$ cat src/rtl/mem_port_arbiter_if.sv
// Requester and memory-side bundle for mem_port_arbiter.
// slave = arbiter view, master = requesters plus memory array view.
interface mem_port_arbiter_if #(
  parameter int unsigned AW = 16
);
  logic          i_req;
  logic [31:0]   i_adr;
  logic [31:0]   i_rdata;
  logic          i_ack;
  logic          d_req;
  logic          d_we;
  logic [31:0]   d_adr;
  logic [31:0]   d_wdata;
  logic [31:0]   d_rdata;
  logic          d_ack;
  logic          m_en;
  logic          m_we;
  logic [AW-1:0] m_adr;
  logic [31:0]   m_wdata;
  logic [31:0]   m_rdata;

  modport slave (
    input  i_req, i_adr, d_req, d_we,
    input  d_adr, d_wdata, m_rdata,
    output i_rdata, i_ack, d_rdata, d_ack,
    output m_en, m_we, m_adr, m_wdata
  );

  modport master (
    output i_req, i_adr, d_req, d_we,
    output d_adr, d_wdata, m_rdata,
    input  i_rdata, i_ack, d_rdata, d_ack,
    input  m_en, m_we, m_adr, m_wdata
  );
endinterface

$ cat src/rtl/mem_port_arbiter.sv
// Fetch/data arbiter and access sequencer for the unified memory.
// Define ARB_FAIR_EN to build the fetch-starvation guard.
module mem_port_arbiter #(
  parameter int unsigned LAT = 2,
  parameter int unsigned AW  = 16
) (
  input logic              clk,
  input logic              rst,
  mem_port_arbiter_if.slave bus
);

  typedef enum logic [1:0] {
    IDLE,
    ACCESS,
    RESP
  } state_e;

  localparam logic [3:0] CNT_INIT = 4'(LAT - 1);

  state_e        state_q, state_d;
  logic [3:0]    cnt_q, cnt_d;
  logic          own_q, own_d;
  logic [AW-1:0] adr_q, adr_d;
  logic          we_q, we_d;
  logic [31:0]   wdata_q, wdata_d;
  logic [31:0]   i_rdata_q, i_rdata_d;
  logic [31:0]   d_rdata_q, d_rdata_d;
  logic          grant;
  logic          pick_d;
  logic          force_i;
  logic          unused_adr;

  assign unused_adr = ^{bus.i_adr[31:AW], bus.i_adr[1:0],
                        bus.d_adr[31:AW], bus.d_adr[1:0]};

`ifdef ARB_FAIR_EN
  logic [2:0] fair_q, fair_d;

  assign force_i = (fair_q == 3'd4);

  // Counts data wins over a waiting fetch.
  always_comb begin
    fair_d = fair_q;
    if (grant) begin
      if (!pick_d) begin
        fair_d = 3'd0;
      end else if (bus.i_req) begin
        fair_d = fair_q + 3'd1;
      end
    end
  end

  always_ff @(posedge clk or negedge rst) begin
    if (!rst) begin
      fair_q <= 3'd0;
    end else begin
      fair_q <= fair_d;
    end
  end
`else
  assign force_i = 1'b0;
`endif

  always_comb begin
    state_d   = state_q;
    cnt_d     = cnt_q;
    own_d     = own_q;
    adr_d     = adr_q;
    we_d      = we_q;
    wdata_d   = wdata_q;
    i_rdata_d = i_rdata_q;
    d_rdata_d = d_rdata_q;
    grant     = 1'b0;
    pick_d    = 1'b0;
    unique case (state_q)
      IDLE: begin
        grant  = bus.i_req | bus.d_req;
        pick_d = bus.d_req & ~(bus.i_req & force_i);
        if (grant) begin
          state_d = ACCESS;
          cnt_d   = CNT_INIT;
          own_d   = pick_d;
          adr_d   = pick_d ? {bus.d_adr[AW-1:2], 2'b00}
                           : {bus.i_adr[AW-1:2], 2'b00};
          we_d    = pick_d & bus.d_we;
          wdata_d = pick_d ? bus.d_wdata : 32'd0;
        end
      end
      ACCESS: begin
        if (cnt_q == 4'd0) begin
          state_d = RESP;
          if (!we_q) begin
            if (own_q) begin
              d_rdata_d = bus.m_rdata;
            end else begin
              i_rdata_d = bus.m_rdata;
            end
          end
        end else begin
          cnt_d = cnt_q - 4'd1;
        end
      end
      RESP: state_d = IDLE;
      default: state_d = IDLE;
    endcase
  end

  always_ff @(posedge clk or negedge rst) begin
    if (!rst) begin
      state_q   <= IDLE;
      cnt_q     <= 4'd0;
      own_q     <= 1'b0;
      adr_q     <= '0;
      we_q      <= 1'b0;
      wdata_q   <= 32'd0;
      i_rdata_q <= 32'd0;
      d_rdata_q <= 32'd0;
    end else begin
      state_q   <= state_d;
      cnt_q     <= cnt_d;
      own_q     <= own_d;
      adr_q     <= adr_d;
      we_q      <= we_d;
      wdata_q   <= wdata_d;
      i_rdata_q <= i_rdata_d;
      d_rdata_q <= d_rdata_d;
    end
  end

  // Memory strobes are decoded straight from state so reset kills them at once.
  assign bus.m_en    = (state_q == ACCESS);
  assign bus.m_we    = bus.m_en & we_q;
  assign bus.m_adr   = bus.m_en ? adr_q : '0;
  assign bus.m_wdata = bus.m_en ? wdata_q : 32'd0;
  assign bus.i_ack   = (state_q == RESP) & ~own_q;
  assign bus.d_ack   = (state_q == RESP) & own_q;
  assign bus.i_rdata = i_rdata_q;
  assign bus.d_rdata = d_rdata_q;

endmodule

$ cat src/flat_wrapper.sv
// flat-port wrapper written by rule: the top's interface ports become plain ports
module mem_port_arbiter_flat 
#(
  parameter int unsigned LAT = 2,
  parameter int unsigned AW  = 16
)
  (clk, rst, bus_i_req, bus_i_adr, bus_d_req, bus_d_we, bus_d_adr, bus_d_wdata, bus_m_rdata, bus_i_rdata, bus_i_ack, bus_d_rdata, bus_d_ack, bus_m_en, bus_m_we, bus_m_adr, bus_m_wdata);
  mem_port_arbiter_if #(.AW(AW)) bus_i ();
  input logic clk;
  input logic rst;
  input wire logic [$bits(bus_i.i_req)-1:0] bus_i_req;
  input wire logic [$bits(bus_i.i_adr)-1:0] bus_i_adr;
  input wire logic [$bits(bus_i.d_req)-1:0] bus_d_req;
  input wire logic [$bits(bus_i.d_we)-1:0] bus_d_we;
  input wire logic [$bits(bus_i.d_adr)-1:0] bus_d_adr;
  input wire logic [$bits(bus_i.d_wdata)-1:0] bus_d_wdata;
  input wire logic [$bits(bus_i.m_rdata)-1:0] bus_m_rdata;
  output wire logic [$bits(bus_i.i_rdata)-1:0] bus_i_rdata;
  output wire logic [$bits(bus_i.i_ack)-1:0] bus_i_ack;
  output wire logic [$bits(bus_i.d_rdata)-1:0] bus_d_rdata;
  output wire logic [$bits(bus_i.d_ack)-1:0] bus_d_ack;
  output wire logic [$bits(bus_i.m_en)-1:0] bus_m_en;
  output wire logic [$bits(bus_i.m_we)-1:0] bus_m_we;
  output wire logic [$bits(bus_i.m_adr)-1:0] bus_m_adr;
  output wire logic [$bits(bus_i.m_wdata)-1:0] bus_m_wdata;
  assign bus_i.i_req = bus_i_req;
  assign bus_i.i_adr = bus_i_adr;
  assign bus_i.d_req = bus_d_req;
  assign bus_i.d_we = bus_d_we;
  assign bus_i.d_adr = bus_d_adr;
  assign bus_i.d_wdata = bus_d_wdata;
  assign bus_i.m_rdata = bus_m_rdata;
  assign bus_i_rdata = bus_i.i_rdata;
  assign bus_i_ack = bus_i.i_ack;
  assign bus_d_rdata = bus_i.d_rdata;
  assign bus_d_ack = bus_i.d_ack;
  assign bus_m_en = bus_i.m_en;
  assign bus_m_we = bus_i.m_we;
  assign bus_m_adr = bus_i.m_adr;
  assign bus_m_wdata = bus_i.m_wdata;
  mem_port_arbiter #(.LAT(LAT), .AW(AW)) u_core (.clk(clk), .rst(rst), .bus(bus_i));
endmodule
$ cat config.mk
export PLATFORM = sky130hd
export DESIGN_NAME = mem_port_arbiter_flat
export DESIGN_NICKNAME = d
export VERILOG_FILES = /design/src/rtl/mem_port_arbiter_if.sv /design/src/rtl/mem_port_arbiter.sv /design/src/flat_wrapper.sv
export SDC_FILE = /design/constraint.sdc
export NUM_CORES = 1
export LEC_CHECK = 0
export ABC_AREA = 1
export ABC_CLOCK_PERIOD_IN_PS = 3300
export CAP_MARGIN = 20
export CORE_MARGIN = 4
export CORE_UTILIZATION = 45
export DETAILED_ROUTE_END_ITERATION = 8
export GPL_ROUTABILITY_DRIVEN = 0
export PLACE_DENSITY_LB_ADDON = 0.05
export SYNTH_ARGS = -nofsm -noshare
export SYNTH_HDL_FRONTEND = slang
export SYNTH_SLANG_ARGS = --single-unit
$ cat constraint.sdc
create_clock -name clk -period 3.3 [get_ports clk]
set_clock_uncertainty 0.05 [all_clocks]
set_input_delay 0.66 -clock clk [delete_from_list [all_inputs] [get_ports clk]]
set_output_delay 0.66 -clock clk [all_outputs]
set_load 0.02 [all_outputs]
==> Yosys cells after proc, flatten, opt, wreduce, memory -nomap -nowiden <==
Index checks and enable logic that the tools add are counted.
{ "totals": {"wordCells": 39, "in_bits": 133, "out_inout_bits": 116, "regBits": 120} }
{ "classes": {"eq_ne": 5, "n_bitwise": 7, "n_mux": 10, "reduce_logical": 8, "addsub": 1} }
{ "ops": {"columns": ["cell", "n"], "rows": [
  ["32-bit 2-to-1 mux", 2],
  ["16-bit 2-to-1 mux", 2],
  ["4-bit 2-to-1 mux", 2],
  ["4-bit one-hot mux with 2 select lines", 1],
  ["4-bit AND reduction", 2],
  ["1-bit AND", 4],
  ["4-bit zero test", 1],
  ["2-bit 2-to-1 mux", 2],
  ["2-bit != test, second input constant", 2],
  ["2-bit one-hot mux with 2 select lines", 1],
  ["2-bit AND reduction", 2],
  ["4-bit by 1-bit subtractor with 4-bit output, second input constant", 1],
  ["3-bit AND reduction", 1],
  ["2-bit by 1-bit equality test with 1-bit output, second input constant", 1],
  ["2-bit equality test, second input constant", 1],
  ["2-bit zero test", 1],
  ["2-bit by 1-bit != test with 1-bit output, second input constant", 1],
  ["1-bit NOT", 2],
  ["2-bit nonzero test", 1],
  ["1-bit OR", 1]
]} }

==> Longest topological paths before layout <==
{ "depth": {"word_depth": 3, "ltp_mapped": 8, "depth_no_buf": 7} }

==> Least setup slack after synthesis <==
OpenSTA, ideal clock, no wires.
{ "synth_path": {"kind": "reg2out", "start": "reg u_core.state_q[1]", "end": "out bus_m_adr[10]", "arrival_time_ns": 1.278, "stages_incl_launch_ff": 6, "t_required_ns": 2.590, "setup_slack_ns": 1.312, "path_cell_list": "dfrtp_1 inv_1 nand2_2 buf_2 buf_2 nor2_1"} }
{ "synth_via": {"elab_chain_len": 2} }
{ "synth_rtl": {"columns": ["item", "line_no", "text"], "rows": [
  ["from (decl)", "mem_port_arbiter.sv:20", "state_e state_q, state_d;"],
  ["from (signal assigned)", "mem_port_arbiter.sv:119", "state_q <= state_d;"],
  ["2-bit by 1-bit equality test with 1-bit output", "mem_port_arbiter.sv:131", "assign bus.m_en = (state_q == ACCESS);"],
  ["16-bit 2-to-1 mux", "mem_port_arbiter.sv:133", "assign bus.m_adr = bus.m_en ? adr_q : '0;"],
  ["to (decl)", "flat_wrapper.sv:24", "output wire logic [$bits(bus_i.m_adr)-1:0] bus_m_adr;"]
]} }
No other way between the ends.

==> Worst setup path in the final report <==
{ "layout_path": {"start": "reg u_core.state_q[1]", "end": "out bus_m_adr[2]"} }
The elaborated chain is that of the path after synthesis.

==> flow_summary.json <==
{
  "post-route-period-util_pct": 91.9,
  "antenna_found_initial": 0,
  "finalWirelength_um": 14800,
  "dpl_cell_area_sq_um": 7400,
  "crit_type": "reg2out",
  "dp_cells": 950,
  "fmax_mhz": 330,
  "floorplan.initialDensity_pct": 46.2,
  "worst-path-max-fanout": 31,
  "end_kind": "output pin",
  "htree_levels": 4,
  "die_area_sq_um": 13600,
  "grt_pass1_vias": 4936,
  "numCtsBuffers": 17,
  "place_hpwl_um": 9960,
  "track_usage_pct": 22.5,
  "p_clk_share_pct": 22.5,
  "cts_sinks": 118,
  "worst_slew_pin_slew_ps": 793,
  "diodes": 0,
  "clk_path_buf_depth": 2,
  "final_nets": 960,
  "vias": 4881,
  "cp_slowest_cell": "clkdlybuf4s50_1",
  "ys_seq_area_share_pct": 55.8,
  "drcViolationCount": 0,
  "power_frac_comb_pct": 49.3,
  "outcome": "complete, no violations",
  "drive_gt1_share_pct": 7.15,
  "fin_util_pct": 70.1,
  "areaGrowthSynthToFinish_pct": 51.9,
  "die_w_um": 116,
  "fillers": 894,
  "yosys.cell_types.count": 26,
  "crit_chain": "inv_1 -> nand2_2 -> buf_12 -> nor2_1 -> clkdlybuf4s50_1",
  "finalHoldViolCount": 0,
  "io-pin-count": 249,
  "seq_power_share_pct": 28.2,
  "internal_power_uw": 5270,
  "rsz0062_at_grt": "false",
  "cap_violations": 0,
  "clk-insertion-delay-late_ps": 400,
  "fin_area_sq_um": 8040,
  "die-height_um": 116,
  "cts-root-buf": "clkbuf_16",
  "powerDensity_nw_per_um2": 1090,
  "synth_top_area_cell": "dfrtp_1",
  "cts_tree": "done",
  "hold_buffers": 0,
  "hold_class": "in2async",
  "synthTopCellsByArea": "dfrtp_1 (56%), nand2_1 (12%), nand3_1 (6.7%), inv_1 (4.7%), o21ai_1 (4.1%)",
  "fin_cells": 982,
  "worstPathRequired_ps": 2590,
  "syn_inst": 630,
  "synth_seq_cells": 118,
  "ant_nets": 0,
  "swShare_pct": 40.0,
  "cpPeakStageDelay_ps": 630,
  "via_per_inst": 4.97,
  "drt-initial-drc-count": 406,
  "worstPathBufferInverterCount": 3,
  "crit_arrival_ps": 2320,
  "port_buffers": 210,
  "crit_path_start_kind": "flip-flop",
  "synth.avg_cell_area_sq_um": 8.41,
  "yosysTopAreaCellShare_pct": 55.8,
  "slew_headroom_pct": 47.0,
  "slew_viol_final": 0,
  "core_region_area_sq_um": 11500,
  "grt-ovfl-total": 0,
  "cts_resized": 0,
  "drt_pass1_iterations": 4,
  "row_count": 39,
  "gr-usage-met2_pct": 35.9,
  "use_met3_pct": 8.29,
  "synthesis.area_sq_um": 5300,
  "postCtsSetupBuffers": 0,
  "busiest_layer": "met2",
  "setup_viol": 0,
  "path_clk_slew_ps": 50,
  "peakVddDrop_mv": 0.636,
  "fin_crit_ps": 3030,
  "grt_max_degree": 63,
  "p_sw_uw": 3520,
  "fin_setup_tns_ps": 0,
  "grt_pass1_wl_um": 23800,
  "synth_warnings": 0,
  "post_drt_wl_per_cell_um": 15.1,
  "leakagePower_uw": 0.00371,
  "cpLargestDelayFamily": "buffers and inverters",
  "gr-usage-met1_pct": 28.0
}
[metal layers]
| layer | share of wire (%) | vias to the layer above |
|---|---|---|
| met5 | 0 | - |
| met4 | 0.66 | 0 |
| met3 | 9.0 | 6 |
| met2 | 50 | 178 |
| met1 | 41 | 2317 |
| li1 | - | 2380 |
[layout make-up]
class	count	area, sq um	share of cell area (%)
repair buffers	217	2170	27.0
inverters	70	265	3.30
well taps	143	179	2.22
flip-flops and latches	118	2950	36.7
clock inverters	8	143	1.77
clock buffers	24	502	6.24
multi-input cells	402	1830	22.7
[kinds of logic (layout without fill, tap and decap cells)]
| group | count (synthesis) | after routing | share of synthesized area [%] |
|---|---|---|---|
| adder cells (fa/ha/maj) | 1 | 1 | 0.236 |
| AND/OR/NAND/NOR | 303 | 303 | 24.1 |
| flip-flops | 118 | 118 | 55.8 |
| AO/OA/AOI/OAI | 95 | 95 | 9.90 |
| other | 1 | 2 | 0.0708 |
| buffers and inverters | 111 | 319 | 9.78 |
| XOR/XNOR | 1 | 1 | 0.165 |
[power groups by stage]
stage,Sequential [uW],Clock [uW],Combinational (uW)
floorplan,2950,0,2000
global placement,2470,0,4270
detailed placement,2500,0,4350
CTS,2490,2010,4380
global route,2560,2100,4720
finish,2480,1980,4330
[cell usage after synthesis]
cell,n
nand2_1,173
dfrtp_1,118
nand3_1,71
inv_1,67
nor2_1,50
o21ai_1,43
o21ai_0,41
clkbuf_1,16
o21ai_2,10
buf_2,9
buf_6,9
buf_4,5
nor2_4,3
inv_2,2
nor3_1,2
buf_1,1
clkbuf_2,1
conb_1,1
ha_1,1
inv_4,1
nand2_2,1
nand3_2,1
nand3_4,1
nor2_2,1
o21ai_4,1
xor2_1,1
[metrics by stage]
step / setup slack (ps) / total power, uW / hold slack (ps)
final: 269 / 8800 / 217
after global routing: 62.5 / 9380 / 245
after CTS: 216 / 8880 / 222
after detailed placement: 667 / 6850 / 407
after global placement: 691 / 6740 / 403
after floorplan: 1310 / 4950 / 314
[flip-flops by register name (all words and copies together) (netlist names)]
name / flops
u_core.cnt_q: 4
u_core.bus.i_rdata: 32
u_core.we_q: 1
u_core.adr_q: 14
u_core.state_q: 2
u_core.wdata_q: 32
u_core.bus.d_rdata: 32
u_core.own_q: 1
[cell usage in the layout, fill, tap and decap left out, drive strengths merged]
| cell | Yosys | layout |
|---|---|---|
| buf | 24 | 9 |
| conb | 1 | 2 |
| nor2 | 54 | 54 |
| o21ai | 95 | 95 |
| inv | 70 | 70 |
| xor2 | 1 | 1 |
| nor3 | 2 | 2 |
| nand2 | 174 | 174 |
| dfrtp | 118 | 118 |
| clkbuf | 17 | 24 |
| clkdlybuf4s50 | 0 | 208 |
| ha | 1 | 1 |
| nand3 | 73 | 73 |
| bufinv | 0 | 4 |
| clkinv | 0 | 3 |
| clkinvlp | 0 | 1 |
[path summary, 6_finish.rpt]
check                                          to              startpoint  slack, ps  cells past startpoint
setup / recovery                     bus_m_adr[2]       u_core.state_q[1]        270                      5
hold / removal             u_core.bus.d_rdata[26]                     rst        220                      1
setup reg to reg           u_core.bus.i_rdata[16]       u_core.state_q[1]       1130                      6
hold reg to reg            u_core.bus.i_rdata[24]  u_core.bus.i_rdata[24]        420                      2
max in group asynchronous  u_core.bus.i_rdata[14]                     rst       2280                      2
min in group clk           u_core.bus.i_rdata[24]  u_core.bus.i_rdata[24]        420                      2
Power figures use the tool's default switching activity.
